`config.mk`:
```
export PLATFORM = sky130hd
export DESIGN_NAME = frame_sequencer
export DESIGN_NICKNAME = d
export VERILOG_FILES = /design/src/rtl/frame_sequencer.sv
export SDC_FILE = /design/constraint.sdc
export NUM_CORES = 1
export LEC_CHECK = 0
export CORE_MARGIN = 2
export CORE_UTILIZATION = 36
export DETAILED_ROUTE_END_ITERATION = 12
export GPL_TIMING_DRIVEN = 0
export PLACE_DENSITY = 0.79
export SETUP_SLACK_MARGIN = 0.1
export SLEW_MARGIN = 25
export SYNTH_ARGS = -nofsm -noshare
export SYNTH_HDL_FRONTEND = slang
export SYNTH_SLANG_ARGS = --single-unit
```
`constraint.sdc`:
```
create_clock -name CLOCK_50 -period 2.6 [get_ports CLOCK_50]
set_clock_uncertainty 0.2 [all_clocks]
set_input_delay 0.78 -clock CLOCK_50 [delete_from_list [all_inputs] [get_ports CLOCK_50]]
set_output_delay 0.78 -clock CLOCK_50 [all_outputs]
set_load 0.01 [all_outputs]
```
`src/rtl/frame_sequencer.sv`:
```
// frame_sequencer: double-buffered frame FSM running the environment then sprite engines each frame,
// arbitrating their frame-buffer writes and flipping the draw page on vertical sync.
module frame_sequencer #(
    parameter int TIMEOUT_CYCLES = 100000
) (
    input  logic       CLOCK_50,
    input  logic       RESET,
    input  logic       VSYNC_N,
    input  logic       ENV_DONE,
    input  logic       ENV_WE,
    input  logic [8:0] ENV_X,
    input  logic [8:0] ENV_Y,
    input  logic [7:0] ENV_PIXEL,
    input  logic       SPR_DONE,
    input  logic       SPR_WE,
    input  logic [8:0] SPR_X,
    input  logic [8:0] SPR_Y,
    input  logic [7:0] SPR_PIXEL,
    output logic       RUN_ENV,
    output logic       RUN_SPR,
    output logic       FB_WE,
    output logic [8:0] FB_X,
    output logic [8:0] FB_Y,
    output logic [7:0] FB_PIXEL,
    output logic       PAGE_SEL,
    output logic [7:0] FRAME_CNT,
    output logic       OVERRUN,
    output logic       TIMEOUT,
    output logic       BUSY
);
    localparam logic [2:0] IDLE      = 3'd0;
    localparam logic [2:0] ENV_DRAW  = 3'd1;
    localparam logic [2:0] ENV_FLUSH = 3'd2;
    localparam logic [2:0] SPR_DRAW  = 3'd3;
    localparam logic [2:0] SPR_FLUSH = 3'd4;
    localparam logic [2:0] READY     = 3'd5;

    logic [2:0]  state;
    logic        vs_q;
    logic [16:0] phase;
    logic        vs_edge, env_ph, spr_ph, drawing, tmo;

    // Run lines and write routing are gated by RESET so they read idle during the reset cycle itself
    always_comb begin
        vs_edge   = vs_q & ~VSYNC_N;
        env_ph    = !RESET && (state == ENV_DRAW || state == ENV_FLUSH);
        spr_ph    = !RESET && (state == SPR_DRAW || state == SPR_FLUSH);
        drawing   = state == ENV_DRAW || state == ENV_FLUSH || state == SPR_DRAW || state == SPR_FLUSH;
        tmo       = phase == 17'(TIMEOUT_CYCLES);
        RUN_ENV   = env_ph;
        RUN_SPR   = spr_ph;
        BUSY      = env_ph | spr_ph;
        FB_WE     = env_ph ? ENV_WE    : spr_ph ? SPR_WE    : 1'b0;
        FB_X      = env_ph ? ENV_X     : spr_ph ? SPR_X     : 9'd0;
        FB_Y      = env_ph ? ENV_Y     : spr_ph ? SPR_Y     : 9'd0;
        FB_PIXEL  = env_ph ? ENV_PIXEL : spr_ph ? SPR_PIXEL : 8'd0;
    end

    always_ff @(posedge CLOCK_50) begin
        if (RESET) begin
            state     <= IDLE;
            vs_q      <= 1'b1;
            phase     <= 17'd0;
            PAGE_SEL  <= 1'b0;
            FRAME_CNT <= 8'd0;
            OVERRUN   <= 1'b0;
            TIMEOUT   <= 1'b0;
        end else begin
            vs_q <= VSYNC_N;
            if (state == ENV_DRAW || state == SPR_DRAW)
                phase <= phase + 17'd1;
            if (vs_edge && drawing)
                OVERRUN <= 1'b1;
            case (state)
                IDLE: if (vs_edge) begin
                    state <= ENV_DRAW;
                    phase <= 17'd0;
                end
                ENV_DRAW: if (ENV_DONE) state <= ENV_FLUSH;
                else if (tmo) begin
                    state   <= READY;
                    TIMEOUT <= 1'b1;
                end
                ENV_FLUSH: begin
                    state <= SPR_DRAW;
                    phase <= 17'd0;
                end
                SPR_DRAW: if (SPR_DONE) state <= SPR_FLUSH;
                else if (tmo) begin
                    state   <= READY;
                    TIMEOUT <= 1'b1;
                end
                // An edge landing on the way into READY is flagged as missed but still flips
                SPR_FLUSH, READY: if (vs_edge) begin
                    state     <= ENV_DRAW;
                    phase     <= 17'd0;
                    PAGE_SEL  <= ~PAGE_SEL;
                    FRAME_CNT <= FRAME_CNT + 8'd1;
                end else begin
                    state <= READY;
                end
                default: state <= IDLE;
            endcase
        end
    end
endmodule
```
==> qor.csv, run 1 <==
stage,metric,value,unit
run_status,outcome,"finished, violations left",
run_status,violations,negative setup slack,
placed_design,gp_congestion,0.859,
logic_synthesis,syn_inst,211,
logic_synthesis,synth_edf_count,0,
cts,clkLatencyLatePin,0.28,ns
layout,layout_common_cells,"clkdlybuf4s50_1, dfxtp_1, buf_2, a22o_1, nor2_1",
routing,finalWirelength,6.06,mm
grt,grt_first_pass_wirelength,9.25,mm
logic_synthesis,ys_types,41,
routing,vias,2053,
setup_path,timing_worst_setup_path_type,register to output pin,
floorplan,die_area,0.00582,mm2
logic_synthesis,yosysWarnings,0,
logic_synthesis,yosys-top-cells-area,"dfxtp_1, a22o_1, xor2_1",
setup_path,crit_fanout,6,
pwr,irDropWorstVdd,0.000227,V
grt,first_global_vias,1848,
grt,busiest_layer,met2,
setup_path,critPathRequiredTime,1.62,ns
floorplan,ioPinCount,100,
floorplan,initial_utilization,0.371,
sta,fin_crit,2.76,ns
cts,cts.sinks,32,
grt,gr-total-overflow,0,
routing,vias_per_cell,5.15,
sta,worst_slew_pin_slew,0.545,ns
placed_design,place_ws,-0.501,ns
grt,grt_use_met1,0.225,
logic_synthesis,synth_nets,273,
sta,relSlewSlack,0.627,
placed_design,hpwl,4.50,mm
grt,met3_usage,0.0652,
grt,grt_usage,0.197,
cts,cts_tree,done,
sta,finalSetupViolCount,28,
pwr,seq_power_share,0.396,
pwr,internal-power,0.942,mW
layout,final_common_cell,clkdlybuf4s50_1,
pwr,power_density,414,mW/mm2
setup_path,end_kind,output pin,
grt,grt_start_max_net_pins,11,
cts,clk_pin_slew,0.07,ns
pwr,clock_power_share,0.302,
pwr,comb_power_share,0.302,
sta,timing.final.ws_setup,-0.164,ns
pwr,power.switching,0.347,mW
setup_path,startpoint_type,register,
logic_synthesis,synth_top_area_frac,0.340,
floorplan,core_area,0.00507,mm2
logic_synthesis,syn_area_per_cell,8.92,um2
logic_synthesis,ys_async_sr_fraction,0,
routing,drt_pass1_iterations,4,
routing,drc,0,
cts,cts_buffers,5,
sta,max_freq,0.362,GHz
floorplan,die_h,76.3,um
logic_synthesis,netlist_area,0.00188,mm2
cts,postCtsHoldBufs,0,
pwr,p_leak,1.28,nW
floorplan,num_rows,26,
layout,nets,389,
sta,rsz0062_at_grt,yes,
setup_path,crit_arrival,1.78,ns
pwr,finalPower,1.29,mW
job,drv_cap,0,
pwr,swShare,0.269,
grt,met2_usage,0.337,
placed_design,io_buffers,98,
sta,hold_viol_final,0,
sta,maxSlewViolCount,0,
layout,area_delta_synth_final,65.5,%
logic_synthesis,synth_flop_cell,dfxtp_1,
routing,drtIter0Drc,43,
floorplan,die_x,76.3,um
logic_synthesis,synth_area_leader_cell,dfxtp_1,
grt,antenna_found_initial,1,
logic_synthesis,ys_seq_elements,32,
routing,wl_per_cell,15.2,um
sta,holdWs,0.277,ns
logic_synthesis,ys_seq_area_frac,0.340,
sta,period_share,1.06,
cts,h-tree-depth,2,
routing,ant_nets,0,
cts,ctsRootBufferMaster,clkbuf_8,
min_path,hold_class,register to register,
layout,drive_gt1_frac,0.210,
cts,cts_buffer_depth,2,
-- routing by layer --
layer | up-vias | routed length, um
li1 | 1003 | -
met2 | 85 | 2970
met4 | 0 | 173
met3 | 11 | 488
met5 | - | 0
met1 | 954 | 2420
-- logic make-up after synthesis --
logic type / count (synthesis) / share of synthesized area
fa+ha+maj: 3 / 0.0199
compound gates: 44 / 0.191
buf+inv: 19 / 0.0691
flops: 32 / 0.340
xor+xnor: 20 / 0.0931
mux: 5 / 0.0266
simple gates: 88 / 0.259
-- registers in the layout, indices dropped and copies added, names as in the netlist --
register,count
TIMEOUT,1
OVERRUN,1
PAGE_SEL,1
vs_q,1
FRAME_CNT,8
phase,17
state,3
-- final cells by class --
| class | count | area, um2 |
|---|---|---|
| diodes | 1 | 2.50 |
| multi-input cells | 160 | 1130 |
| clock buffers | 8 | 90.1 |
| well taps | 70 | 87.6 |
| flip-flops and latches | 32 | 646 |
| repair buffers | 110 | 985 |
| inverters | 4 | 15.0 |
| fillers | 458 | 1960 |
| plain buffers | 14 | 156 |
-- critical path, cell delays in order (launching register included) --
cell     delay [ns]
dfxtp_1        0.35
or3b_4         0.40
a21oi_4        0.15
buf_6          0.17
buf_6          0.11
buf_6          0.08
a22o_1         0.11
buf_2          0.13
-- stage by stage --
step / cell area, um2 / TNS, ns / util / instances
5_1_grt: 3110 / -5.44 / 0.614 / 399
4_1_cts: 3010 / -3.89 / 0.593 / 393
6_report: 3110 / -2.76 / 0.614 / 399
3_5_place_dp: 2990 / -12.48 / 0.589 / 379
3_3_place_gp: 2990 / -11.88 / 0.589 / 379
2_1_floorplan: 1920 / 0 / - / 211
-- path summary, 6_finish.rpt --
path	from	to	slack, ns	cells past startpoint
max	state[1]	FB_X[1]	-0.16	7
min	TIMEOUT	TIMEOUT	0.28	1
max reg2reg	phase[0]	state[2]	0.64	6
min reg2reg	TIMEOUT	TIMEOUT	0.28	1
-- synth_stat cells (3+ instances only) --
library cell,instances
dfxtp_1,32
a22o_1,28
nor2_1,23
nand2_1,15
nand4_1,13
xor2_1,12
buf_2,9
xnor2_1,8
a21oi_1,5
mux2i_1,5
nand2b_1,5
inv_1,4
nor3_1,4
and3_1,3
and4_1,3
ha_1,3
nand3_1,3
nor2b_1,3
nor4_1,3
o21ai_0,3
-- repair_timing --
action	CTS	global route
setup endpoints to repair	30	29
cloned	0	2
resized for setup	128	15
pin swaps	7	9
setup buffers	6	4
-- power by group through the flow --
stage                     Combinational, mW  Sequential [mW]  Clock, mW
after floorplan                       0.181            0.519          0
after global placement                0.388            0.519          0
after detailed placement              0.394            0.520          0
after CTS                             0.371            0.509      0.403
after global routing                  0.415            0.511      0.426
final                                 0.389            0.511      0.390
Note: power is estimated with default switching activity, not from simulation.
==> inputs of run 2 (changes only) <==
GPL_TIMING_DRIVEN = not set   (was 0)
==> run 2 against run 1 <==
Against the previous run:
- the run still ends with negative setup slack left
- utilization grew 3.5 points
- clock-buffer cell count is 1 lower
- via count rose by 2.6%
- clock power increased by 4%
- sequential share of layout area decreased by 1.2 points
- wire length is 11% higher
- non-clock buffer count increased by 7
- final cell count up 1.5%
- power increased by 9.0%
- cell area grew 5.7%
- global-route usage is 2.3 points higher
- maximum frequency down 0.49%
- critical endpoint is now FB_Y[4]
- largest cell class unchanged
==> qor.csv, run 2 (synthesis gave the netlist of run 1 again) <==
stage,metric,value,unit,change
sta,maxSlewViolCount,0,,unchanged
setup_path,crit_fanout,7,,was 6
layout,drive_gt1_frac,0.240,,was 0.210
setup_path,crit_arrival,1.80,ns,was 1.78 ns
grt,grt_usage,0.220,,was 0.197
setup_path,crit_path_frequent_cell,buf_6,,unchanged
setup_path,r2r_slack,0.61,ns,was 0.64 ns
job,drv_cap,0,,unchanged
sta,rsz0062_at_grt,yes,,unchanged
cts,clk_pin_slew,0.06,ns,was 0.07 ns
layout,finalNonFillerCells,405,,was 399
setup_path,cpPeakStageDelay,0.40,ns,about the same
pwr,irDropWorstVdd,0.000250,V,was 0.000227 V
routing,vias_per_cell,5.20,,was 5.15
grt,grt_first_pass_wirelength,10.2,mm,was 9.25 mm
run_status,outcome,"finished, violations left",,unchanged
pwr,power_density,427,mW/mm2,was 414 mW/mm2
sta,period_share,1.07,,was 1.06
setup_path,end_kind,output pin,,unchanged
cts,postCtsHoldBufs,0,,unchanged
routing,ant_nets,0,,unchanged
sta,worst_slew_pin_slew,0.512,ns,was 0.545 ns
floorplan,initial_utilization,0.371,,unchanged
routing,drtIter0Drc,79,,was 43
min_path,hold_start,TIMEOUT,,unchanged
pwr,finalPower,1.41,mW,was 1.29 mW
grt,antenna_found_initial,1,,unchanged
layout,regMostFlops,phase,,unchanged
floorplan,die_x,76.3,um,unchanged
cts,ctsRootBufferMaster,clkbuf_8,,unchanged
sta,timing.final.ws_setup,-0.177,ns,was -0.164 ns
sta,relSlewSlack,0.650,,was 0.627
layout,largest_reg_flops,17,,unchanged
run_status,violations,negative setup slack,,unchanged
placed_design,hpwl,4.38,mm,was 4.50 mm
layout,nets,396,,was 389
layout,post-route-util,0.648,,was 0.614
floorplan,die_area,0.00582,mm2,unchanged
placed_design,place_ws,-0.787,ns,was -0.501 ns
sta,max_freq,0.360,GHz,was 0.362 GHz
sta,fin_crit,2.78,ns,was 2.76 ns
placed_design,postPlaceCellArea,0.00298,mm2,was 0.00299 mm2
cts,cts_tree,done,,unchanged
setup_path,timing_worst_setup_path_type,register to output pin,,unchanged
min_path,hold_class,register to register,,unchanged
grt,grt_start_max_net_pins,18,,was 11
sta,hold_viol_final,0,,unchanged
setup_path,rr_startpoint,phase[0],,unchanged
floorplan,core_area,0.00507,mm2,unchanged
grt,gr-total-overflow,0,,unchanged
routing,drc,0,,unchanged
floorplan,ioPinCount,100,,unchanged
placed_design,gp_congestion,0.804,,was 0.859
setup_path,critical_path.cell_chain,or3b_4 -> a21oi_4 -> buf_6 -> buf_6 -> a22o_1 -> buf_2,,was or3b_4 -> a21oi_4 -> buf_6 -> buf_6 -> buf_6 -> a22o_1 -> buf_2
routing,drt_pass1_iterations,4,,unchanged
layout,reg_top3,"phase x17, FRAME_CNT x8, state x3",,unchanged
routing,finalWirelength,6.71,mm,was 6.06 mm
layout,fin_area,0.00329,mm2,was 0.00311 mm2
placed_design,dpl.cell_count,377,,was 379
setup_path,r2r_end,state[2],,unchanged
layout,layout_common_cells,"clkdlybuf4s50_1, dfxtp_1, a22o_1, buf_2, nor2_1",,"was clkdlybuf4s50_1, dfxtp_1, buf_2, a22o_1, nor2_1"
cts,cts.sinks,32,,unchanged
cts,clkLatencyLatePin,0.28,ns,about the same
sta,holdWs,0.274,ns,was 0.277 ns
routing,vias,2107,,was 2053
floorplan,num_rows,26,,unchanged
setup_path,critPathRequiredTime,1.62,ns,about the same
layout,final_common_cell,clkdlybuf4s50_1,,unchanged
layout,area_delta_synth_final,74.9,%,was 65.5%
min_path,min_delay_worst_endpoint,TIMEOUT,,unchanged
setup_path,startpoint_type,register,,unchanged
pwr,p_leak,1.36,nW,was 1.28 nW
floorplan,die_h,76.3,um,unchanged
routing,wl_per_cell,16.6,um,was 15.2 um
cts,h-tree-depth,2,,unchanged
setup_path,reg2reg_depth,6,,unchanged
cts,cts_buffer_depth,2,,unchanged
grt,first_global_vias,2002,,was 1848
setup_path,cp_slowest_cell,or3b_4,,unchanged
sta,finalSetupViolCount,29,,was 28
cts,cts_buffers,5,,unchanged
placed_design,io_buffers,99,,was 98
sta,setup_tns,-3.35,ns,was -2.76 ns
min_path,hold_depth,1,,unchanged
-- run 2: cell count changes in the layout (fill, tap and decap cells not counted) --
| cell | change |
|---|---|
| buf_12 | +3 |
| or2_4 | +1 |
| clkbuf_16 | -1 |
| buf_2 | -3 |
| or2_1 | -1 |
| dfxtp_4 | -1 |
| buf_8 | +1 |
| dfxtp_2 | +1 |
| clkbuf_1 | -3 |
| buf_16 | +3 |
| xnor2_4 | +1 |
| clkbuf_8 | +1 |
| xnor2_1 | -1 |
| buf_4 | +5 |
-- run 2: how the worst max path moves through the flow --
stage | from | slack, ns | to
floorplan | RESET | 0.10 | FB_PIXEL[0]
global placement | RESET | -0.77 | FB_Y[4]
detailed placement | RESET | -0.79 | FB_Y[4]
CTS | state[1] | -0.16 | FB_Y[4]
global route | state[1] | -0.21 | FB_Y[4]
finish | state[1] | -0.18 | FB_Y[4]
-- run 2: cell type report --
class,count,area (um2)
antenna,1,2.50
clock buffer,7,96.3
fill,441,1780
inverter,4,15.0
multi-input combinational,160,1150
sequential,32,643
tap,70,87.6
timing repair buffer,131,1290
-- run 2: where the power goes --
part | internal, mW | switching, mW | total (mW)
sequential | 0.502 | 0.00891 | 0.511
combinational | 0.299 | 0.191 | 0.490
clock | 0.235 | 0.169 | 0.405
total | 1.04 | 0.370 | 1.41
-- run 2: critical path: cells and delay by family, from the launching register on --
| family | cells | cell delay [ns] |
|---|---|---|
| buffers and inverters | 3 | 0.39 |
| AO/OA/AOI/OAI | 2 | 0.39 |
| flip-flops | 1 | 0.33 |
| AND/OR/NAND/NOR | 1 | 0.40 |
-- run 2: metal layers --
metal | vias to the layer above | routed length, um | global-route usage
met5 | - | 0 | 0
met1 | 988 | 2600 | 0.236
met4 | 0 | 177 | 0.0782
met3 | 11 | 516 | 0.0604
li1 | 1019 | - | -
met2 | 89 | 3420 | 0.411
-- run 2: timing repair --
item / 4_1_cts / 5_1_grt
setup endpoints to repair: 30 / 30
gates resized for setup: 145 / 7
pin swaps: 9 / 9
cloned: 4 / 1
setup buffers: 12 / 3
